### src/rtl/usb_bus_arbiter.sv
// Two-port round-robin arbiter serialising CPU (port 0) and USB DMA (port 1)
// accesses onto the bridge master. Define USB_ARB_TIMEOUT_EN to add the hang watchdog.
module usb_bus_arbiter #(
  parameter int TIMEOUT_CYCLES = 64
) (
  input  logic        clk,
  input  logic        rst,
  input  logic [18:0] s0_addr,
  input  logic [31:0] s0_wdata,
  input  logic [3:0]  s0_wstrb,
  input  logic        s0_valid,
  output logic        s0_ready,
  output logic [31:0] s0_rdata,
  input  logic [18:0] s1_addr,
  input  logic [31:0] s1_wdata,
  input  logic [3:0]  s1_wstrb,
  input  logic        s1_valid,
  output logic        s1_ready,
  output logic [31:0] s1_rdata,
  output logic [18:0] m_addr,
  output logic [31:0] m_wdata,
  output logic [3:0]  m_wstrb,
  output logic        m_valid,
  input  logic        m_ready,
  input  logic [31:0] m_rdata,
  output logic        grant,
  output logic        busy,
  output logic        timeout_err
);

  localparam int ADDR_W = 19;
  localparam int DATA_W = 32;
  localparam int STRB_W = 4;
  localparam logic [DATA_W-1:0] TIMEOUT_RDATA = 32'hDEAD_0000;

  typedef enum logic [1:0] {IDLE, ISSUE, RESP, GAP} state_t;

  state_t            state;
  logic              win;
  logic              expire;
  logic              resp_fire;
  logic [DATA_W-1:0] resp_data;

  // On a tie the port that did not win last time is served.
  function automatic logic pick_port(input logic v0, input logic v1, input logic last);
    logic sel;
    sel = v1;
    if (v0 && v1) sel = ~last;
    return sel;
  endfunction

  assign win       = pick_port(s0_valid, s1_valid, grant);
  assign resp_fire = (state == ISSUE) && (m_ready || expire);
  assign resp_data = m_ready ? m_rdata : TIMEOUT_RDATA;

`ifdef USB_ARB_TIMEOUT_EN
  logic [7:0] tmo_cnt;

  // A bridge ready in the expiry cycle wins over the abort.
  assign expire = (state == ISSUE) && !m_ready &&
                  (tmo_cnt == 8'(TIMEOUT_CYCLES - 1));

  always_ff @(posedge clk) begin
    if (rst) begin
      tmo_cnt     <= '0;
      timeout_err <= 1'b0;
    end else begin
      if (state == IDLE && (s0_valid || s1_valid)) tmo_cnt <= '0;
      else if (state == ISSUE)                     tmo_cnt <= tmo_cnt + 8'd1;
      if (expire) timeout_err <= 1'b1;
    end
  end
`else
  logic unused_timeout_cfg;

  assign unused_timeout_cfg = ^TIMEOUT_CYCLES;
  assign expire             = 1'b0;
  assign timeout_err        = 1'b0;
`endif

  always_ff @(posedge clk) begin
    if (rst) begin
      state    <= IDLE;
      m_valid  <= 1'b0;
      m_addr   <= '0;
      m_wdata  <= '0;
      m_wstrb  <= '0;
      s0_ready <= 1'b0;
      s1_ready <= 1'b0;
      s0_rdata <= '0;
      s1_rdata <= '0;
      grant    <= 1'b1;
      busy     <= 1'b0;
    end else begin
      s0_ready <= 1'b0;
      s1_ready <= 1'b0;
      case (state)
        IDLE: begin
          if (s0_valid || s1_valid) begin
            grant   <= win;
            m_addr  <= win ? s1_addr  : s0_addr;
            m_wdata <= win ? s1_wdata : s0_wdata;
            m_wstrb <= win ? s1_wstrb : s0_wstrb;
            m_valid <= 1'b1;
            busy    <= 1'b1;
            state   <= ISSUE;
          end
        end
        ISSUE: begin
          if (resp_fire) begin
            m_valid <= 1'b0;
            if (grant) begin
              s1_rdata <= resp_data;
              s1_ready <= 1'b1;
            end else begin
              s0_rdata <= resp_data;
              s0_ready <= 1'b1;
            end
            state <= RESP;
          end
        end
        RESP: state <= GAP;
        // Extra cycle so the requester can drop valid before re-arbitration.
        GAP: begin
          busy  <= 1'b0;
          state <= IDLE;
        end
        default: begin
          busy  <= 1'b0;
          state <= IDLE;
        end
      endcase
    end
  end

endmodule

### config.mk
export PLATFORM = sky130hd
export DESIGN_NAME = usb_bus_arbiter
export DESIGN_NICKNAME = d
export VERILOG_FILES = /design/src/rtl/usb_bus_arbiter.sv
export SDC_FILE = /design/constraint.sdc
export NUM_CORES = 1
export LEC_CHECK = 0
export ABC_AREA = 1
export CAP_MARGIN = 20
export CORE_MARGIN = 5
export CORE_UTILIZATION = 37
export CTS_CLUSTER_SIZE = 40
export DETAILED_ROUTE_END_ITERATION = 8
export GPL_TIMING_DRIVEN = 0
export PLACE_DENSITY = 0.78
export SLEW_MARGIN = 20
export SYNTH_ARGS = -nofsm -noshare
export SYNTH_HDL_FRONTEND = slang
export SYNTH_SLANG_ARGS = --single-unit
### constraint.sdc
create_clock -name clk -period 1.4 [get_ports clk]
set_input_delay 0.21 -clock clk [delete_from_list [all_inputs] [get_ports clk]]
set_output_delay 0.21 -clock clk [all_outputs]
set_load 0.005 [all_outputs]
# Yosys cells after proc, flatten, opt, wreduce, memory -nomap -nowiden
# Cells that the tools add are included.
[word_totals] output_inout_bits=125 in_bits=147 word_cells=46 regBits=126
[classes] reduce_logical=13 n_bitwise=3 n_eq_ne=5 muxes=14
[ops] cell="32-bit 2-to-1 mux" count=2
[ops] cell="19-bit 2-to-1 mux" count=1
[ops] cell="3-bit AND reduction" count=3
[ops] cell="2-bit case mux with 4 select lines" count=1
[ops] cell="2-bit AND reduction" count=3
[ops] cell="1-bit 2-to-1 mux" count=5
[ops] cell="2-bit equality test (second input constant)" count=2
[ops] cell="2-bit 2-to-1 mux" count=2
[ops] cell="4-bit 2-to-1 mux" count=1
[ops] cell="2-bit inequality test (second input constant)" count=2
[ops] cell="1-bit case mux with 2 select lines" count=2
[ops] cell="2-bit nonzero test" count=2
[ops] cell="1-bit NOT" count=3
[ops] cell="3-bit OR reduction" count=1
[ops] cell="2-bit by 1-bit equality test with 1-bit output (second input constant)" count=1
[ops] cell="1-bit logical AND" count=2
[ops] cell="2-bit zero test" count=1
[ops] cell="1-bit logical OR" count=1

# Longest topological paths before layout
# Gate-level depths: netlist of run 1.
[logic_depth] word_depth=4 ltp_mapped=9

# Worst setup path after synthesis of run 1
# OpenSTA, ideal clock, no wires.
[synth_path] path_type="register to register" from="register state[0]" to="register m_addr[0]" stages_incl_launch_ff=9 period_less_slack_ns=1.345 path_buffers=2 t_arrival_ns=1.227 required_ns=1.282 setup_ns=0.118 path_slack_ns=0.055 cell_sequence="dfxtp_1 inv_1 ha_1 inv_2 nor2_4 buf_6 buf_6 o21ai_1 a21oi_2"
[synth_between] elab_chain_len=2
[synth_rtl] item="start: declaration" line="38" source="state_t state;"
[synth_rtl] item="start signal: assignment" line="83" source="state <= IDLE;"
[synth_rtl] item="start signal: assignment" line="106" source="state <= ISSUE;"
[synth_rtl] item="start signal: assignment" line="119" source="state <= RESP;"
[synth_rtl] item="2-bit zero test" line="97" source="case (state)"
[synth_rtl] item="2-bit AND reduction (no source line)"
[synth_rtl] item="end signal: assignment" line="101" source="m_addr <= win ? s1_addr : s0_addr;"
[synth_rtl] item="end: declaration" line="20" source="output logic [18:0] m_addr,"
# No other way between the ends.
# A chain may end at the register's enable or synchronous reset.

# Worst setup path in the final report of run 1
[layout_path] from="register state[1]" to="register s1_rdata[5]"
[layout_between] elab_chain_len=3
[layout_rtl] item="2-bit by 1-bit equality test with 1-bit output *" line="53, 97"
[layout_rtl] item="1-bit logical AND" line="53" source="assign resp_fire = (state == ISSUE) && (m_ready || expire);"
[layout_rtl] item="3-bit AND reduction (no source line) *"
[layout_rtl] item="end signal: assignment" line="113" source="s1_rdata <= resp_data;"
[layout_rtl] item="end: declaration" line="19" source="output logic [31:0] s1_rdata,"
# Mark *: on every way between the ends. The rest lies on a longest branch, timed or not.

==> run metrics, run 1 <==
Syn Area/Cell=7.27 µm²; Final Hold Fails=0; R2R cell count=9; Critical Path AT=1860 ps; # fillers=1,115; share of layout cells above drive strength 1=about a third; period utilization=109%; DR iter-0 viols=257; Top Ports=~270; Cell Area, Synth=between 0.005 and 0.006 mm²; setup tns final=-6910 ps; max layer used=met4; Placed Cells=~1,200; Initial Util=37.6%; ant diodes=0; final worst slack=-120 ps; CP Class=reg2reg; hold-fix buffer count after cts=0; final global-route overflow total=0; cts bufs inserted=17; largest net degree at the start of global routing=17; met3 WL=1150 µm; routed wire length per instance=~17 µm; DRC=0; Syn Inst Count=~750; post-DR vias/cell=~4.9; Final HPWL DP=14,200 µm; synth warn=0; share of Yosys cell area claimed by the top area cell type=46.4%; final core utilization=71.9%; Worst Setup SP=state[1]; Final Non-Filler Cells=1,276; Critical Path End=s1_rdata[5]; Fin Hold WS=347 ps; die footprint=about 0.017 mm²; Worst-Skew Late Latency=420 ps; commonest non-fill, non-tap cell in the layout=clkdlybuf4s50_1; outcome=complete, but fails checks; Buffers on Ports=270; max_cap viols=0; power per cell area=1680 mW/mm²; CP endpoint kind=register; chip height=131 µm; Reg2Reg Setup Slack=-120 ps; site row count=44; wire length on met1=9070 µm; final setup fails=110; H-tree levels=4; top post-synthesis cells by area=dfxtp_1 (46%), nand2_1 (12%), nor2_1 (9.0%), o21ai_0 (7.4%), a21oi_2 (4.8%); DRT antenna net count=0; crit path time final=1520 ps; Hold Startpoint=s1_addr[6]; hold depth=3; clk slew on worst S/H paths=60 ps; Die Wd=between 100 and 150 µm; register area share after synthesis=between 40% and 50%; failing checks=setup timing; worst path required time=1740 ps; total track usage=23.4%; Syn Nets=901; TritonRoute pass-1 iters=5; skew final=between 8 and 9 ps; RePlAce Congestion=0.874; DR WL met2=11,000 µm; Max Freq=0.658 GHz; CORE AREA=approximately 0.014 mm²; CTS tree=yes; CP Max Fanout=5; CP Launch Type=register; CTS Buffer Depth=2; Vias=6,221; commonest cells after routing, fill and taps aside=clkdlybuf4s50_1 (146), nand2_1 (145), dlygate4sd2_1 (124); VDD IR max=slightly above 0.001 V; number of global-route vias before repair=5,982; Synth area leader=dfxtp_1; area grow syn2layout=91.3%; initial antenna violation count=0; DP Worst Slack=-485 ps; FF+latch count, synth=126; final wirelength=22,000 µm; Slew Limit Fails=0; reg2reg end=s1_rdata[5]; nets=1,232; Critical R2R Launch=state[1]; RSZ-0062 raised after global routing=true; Synth cell types=22; Sink Count=126; Root Driver=clkbuf_16; first-pass GRT wire length=32,600 µm; Hold Path Class=in2reg; Lkg Pwr=5.07 nW
==> per-layer routing <==
layer | GRT usage [%] | up-vias
met5 | 0 | -
met4 | 10.9 | 0
met3 | 5.24 | 46
met2 | 39.3 | 202
met1 | 28.4 | 2942
li1 | - | 3031
==> repair_timing <==
| item | CTS | global route |
|---|---|---|
| resized for setup | 284 | 215 |
| cloned | 10 | 7 |
| buffers inserted | 25 | 5 |
| setup endpoints to repair | 245 | 117 |
| pin swaps | 39 | 73 |
==> registers in the layout, indices dropped and copies added, names as in the netlist <==
signal	count
s0_ready	1
state	2
m_valid	1
s1_rdata	32
s1_ready	1
m_addr	19
grant	1
m_wdata	32
busy	1
s0_rdata	32
m_wstrb	4
==> area by class of cell <==
| class | instances | area (µm²) | share of cell area [%] |
|---|---|---|---|
| flip-flops and latches | 126 | 2540 | 24.4 |
| well taps | 184 | 230 | 2.21 |
| repair buffers | 315 | 3200 | 30.8 |
| multi-input cells | 505 | 3050 | 29.3 |
| inverters | 67 | 269 | 2.59 |
| plain buffers | 47 | 480 | 4.62 |
| clock inverters | 10 | 185 | 1.78 |
| clock buffers | 22 | 454 | 4.36 |
==> worst max-delay path, cell delays in order (launching register included) <==
cell and delay (ps):
dfxtp_4 360, inv_6 70, buf_12 100, ha_4 140, nand2_4 70, nor2_4 220, buf_6 170, buf_8 140
o21ai_2 60, nor2_1 120
==> metrics by stage <==
stage | power [mW] | area (µm²)
6_report | 17.5 | 10400
5_1_grt | 18.4 | 10400
4_1_cts | 15.9 | 9660
3_5_place_dp | 10.1 | 8370
3_3_place_gp | 10.1 | 8370
2_1_floorplan | 7.49 | 5440
==> cell usage after synthesis, drive strengths merged <==
cell type and count:
a21oi 57, buf 35, clkbuf 15, conb 1
dfxtp 126, ha 6, inv 67, nand2 180
nand3 2, nand4 1, nor2 134, nor3 3
o211ai 1, o21ai 120
==> worst min-delay path by stage <==
stage	to	slack (ps)
2_1_floorplan	state[1]	280
3_3_place_gp	s1_rdata[21]	480
3_5_place_dp	s1_rdata[21]	480
4_1_cts	m_addr[6]	330
5_1_grt	m_addr[6]	350
6_report	m_addr[6]	350
==> power by group <==
group	switching [mW]	leakage, nW	internal [mW]
clock network	1.67	0.309	3.21
logic	3.70	3.72	4.03
registers	0.488	1.04	4.39
total	5.87	5.07	11.6
==> cells by family (layout without fill, tap and decap cells) <==
family                   after synthesis  count (layout)  synth area share [%]
AO/OA/AOI/OAI                        178             178                  18.5
adder cells (fa/ha/maj)                6               6                  1.38
buffers and inverters                117             461                  10.9
flip-flops                           126             126                  46.4
other                                  1               1                0.0689
AND/OR/NAND/NOR                      320             320                  22.8
Note: power is estimated with default switching activity, not from simulation.
==> run 2: changes to the inputs <==
--- a/config.mk
+++ b/config.mk
@@ -8,11 +8,12 @@
 export ABC_AREA = 1
 export CAP_MARGIN = 20
 export CORE_MARGIN = 5
-export CORE_UTILIZATION = 37
+export CORE_UTILIZATION = 53
 export CTS_CLUSTER_SIZE = 40
 export DETAILED_ROUTE_END_ITERATION = 8
+export DONT_BUFFER_PORTS = 1
 export GPL_TIMING_DRIVEN = 0
-export PLACE_DENSITY = 0.78
+export PLACE_DENSITY = 0.77
 export SLEW_MARGIN = 20
 export SYNTH_ARGS = -nofsm -noshare
 export SYNTH_HDL_FRONTEND = slang
==> run metrics, run 2 (synthesis gave the netlist of run 1 again) <==
total track usage=32.4%; share of layout cells above drive strength 1=27.8%; Power Total=15.7 mW; commonest cells after routing, fill and taps aside=nand2_1 (149), dlygate4sd3_1 (146), dfxtp_1 (123); Vias=between 6,000 and 7,000; max_cap viols=0; skew final=10.6 ps; crit path time final=1600 ps; Final HPWL DP=12,100 µm; grt met3 use=between 10% and 20%; RSZ-0062 raised after global routing=true; site row count=37; chip height=roughly 110 µm; CP Launch Type=register; Max Freq=0.626 GHz; CP endpoint kind=register; H-tree levels=4; RePlAce Congestion=slightly above 0.9; global routing's busiest layer=met2; die footprint=0.0124 mm²; Bufs and invs on worst path=5; Sink Count=between 100 and 150; final setup fails=115; CP Class=reg2reg; VDD IR max=~0.0013 V; DRT antenna net count=0; ant diodes=0; nets=1,091; Hold Path Class=in2reg; footprint of the multi-input gates=0.00279 mm²; Top Ports=272; family with the most delay on the worst path=buffers and inverters; GR Util met2=55.1%; largest registers=m_wdata: 32 flops, s0_rdata: 32 flops, s1_rdata: 32 flops; DR iter-0 viols=511; DRC=0; power per cell area=1810 mW/mm²; Lkg Pwr=3.92 nW; Initial Util=53.4%; # fillers=approximately 480; slew margin rel.=a little over two fifths; Final Hold Fails=0; Worst-Skew Late Latency=520 ps; TritonRoute pass-1 iters=5; routed wire length per instance=about 22 µm; post-DR vias/cell=5.89; Buffers on Ports=0; commonest non-fill, non-tap cell in the layout=nand2_1; slowest cell delay on critical path=370 ps; slowest stage cell, crit path=dfxtp_4; Storage cell area=0.00253 mm²; Critical Path AT=2040 ps; Slew Limit Fails=0; first-pass GRT wire length=32,400 µm; cts bufs inserted=17; period utilization=114%; crit path cell chain=inv_4, ha_4, inv_4, nor2_4, buf_6, buf_12, clkbuf_16, o21ai_4, a21oi_2; outcome=complete, but fails checks; Die Wd=111 µm; final wirelength=about 24,000 µm; grt met1 use=34.2%; number of global-route vias before repair=6,247; CP Max Fanout=6; worst path required time=1850 ps; final core utilization=84.8%; most frequent CP cell=inv_4; largest net degree at the start of global routing=17; initial antenna violation count=0; final worst slack=-197 ps; CTS tree=yes; final global-route overflow total=0; Root Driver=clkbuf_8; area grow syn2layout=58.8%; CORE AREA=0.0102 mm²; clk slew on worst S/H paths=70 ps; failing checks=setup timing; CTS Buffer Depth=2; Worst-Margin Slew=844 ps
## run 2: repair_timing
action / in CTS / in global routing
hold buffers: 146 / 0
pin swaps: 4 / 22
setup buffers: 9 / 5
endpoints found under the hold margin: 124 / 0
gates resized for setup: 62 / 159
endpoints found under the setup margin: 117 / 120
cloned: 4 / 8
## run 2: cell type report
type	count	area share (%)
well taps	136	1.97
plain buffers	50	5.71
flip-flops and latches	126	29.3
clock buffers	18	4.84
clock inverters	14	1.26
multi-input cells	505	32.3
inverters	67	3.09
repair buffers	171	21.5
## run 2: final timing paths
path	from	endpoint	slack [ps]	cells after the start
max reg2reg	state[0]	m_wdata[10]	-200	9
max	state[0]	m_wdata[10]	-200	9
min	rst	busy	70	4
min reg2reg	grant	s0_ready	520	1
## run 2: worst min-delay path, stage by stage
cell and delay [ps]:
inv_2 60, buf_6 160, o21ai_0 80, a21oi_1 40
## run 2: where the power goes
group	internal, mW	switching (mW)	leakage (nW)
Sequential	4.38	0.847	1.03
Clock	2.20	1.80	0.245
Combinational	3.04	3.38	2.65
Total	9.63	6.02	3.92
## run 2: metal layers
layer  share of wire [%]  wire, µm
met5                   0         0
met4                 6.6      1550
met3                 9.9      2350
met2                  50     11800
met1                  34      7950
## run 2: through the flow
| stage | area [µm²] | cells | setup WS [ps] | setup TNS (ps) | hold WS [ps] |
|---|---|---|---|---|---|
| 2_1_floorplan | 5440 | 748 | 55.0 | 0 | 279 |
| 3_3_place_gp | 5610 | 884 | -195 | -8810 | 284 |
| 3_5_place_dp | 5610 | 884 | -251 | -15380 | 288 |
| 4_1_cts | 7930 | 1075 | -23.4 | -425 | 56.4 |
| 5_1_grt | 8640 | 1087 | -203 | -15760 | 90.9 |
| 6_report | 8640 | 1087 | -197 | -10790 | 73.2 |
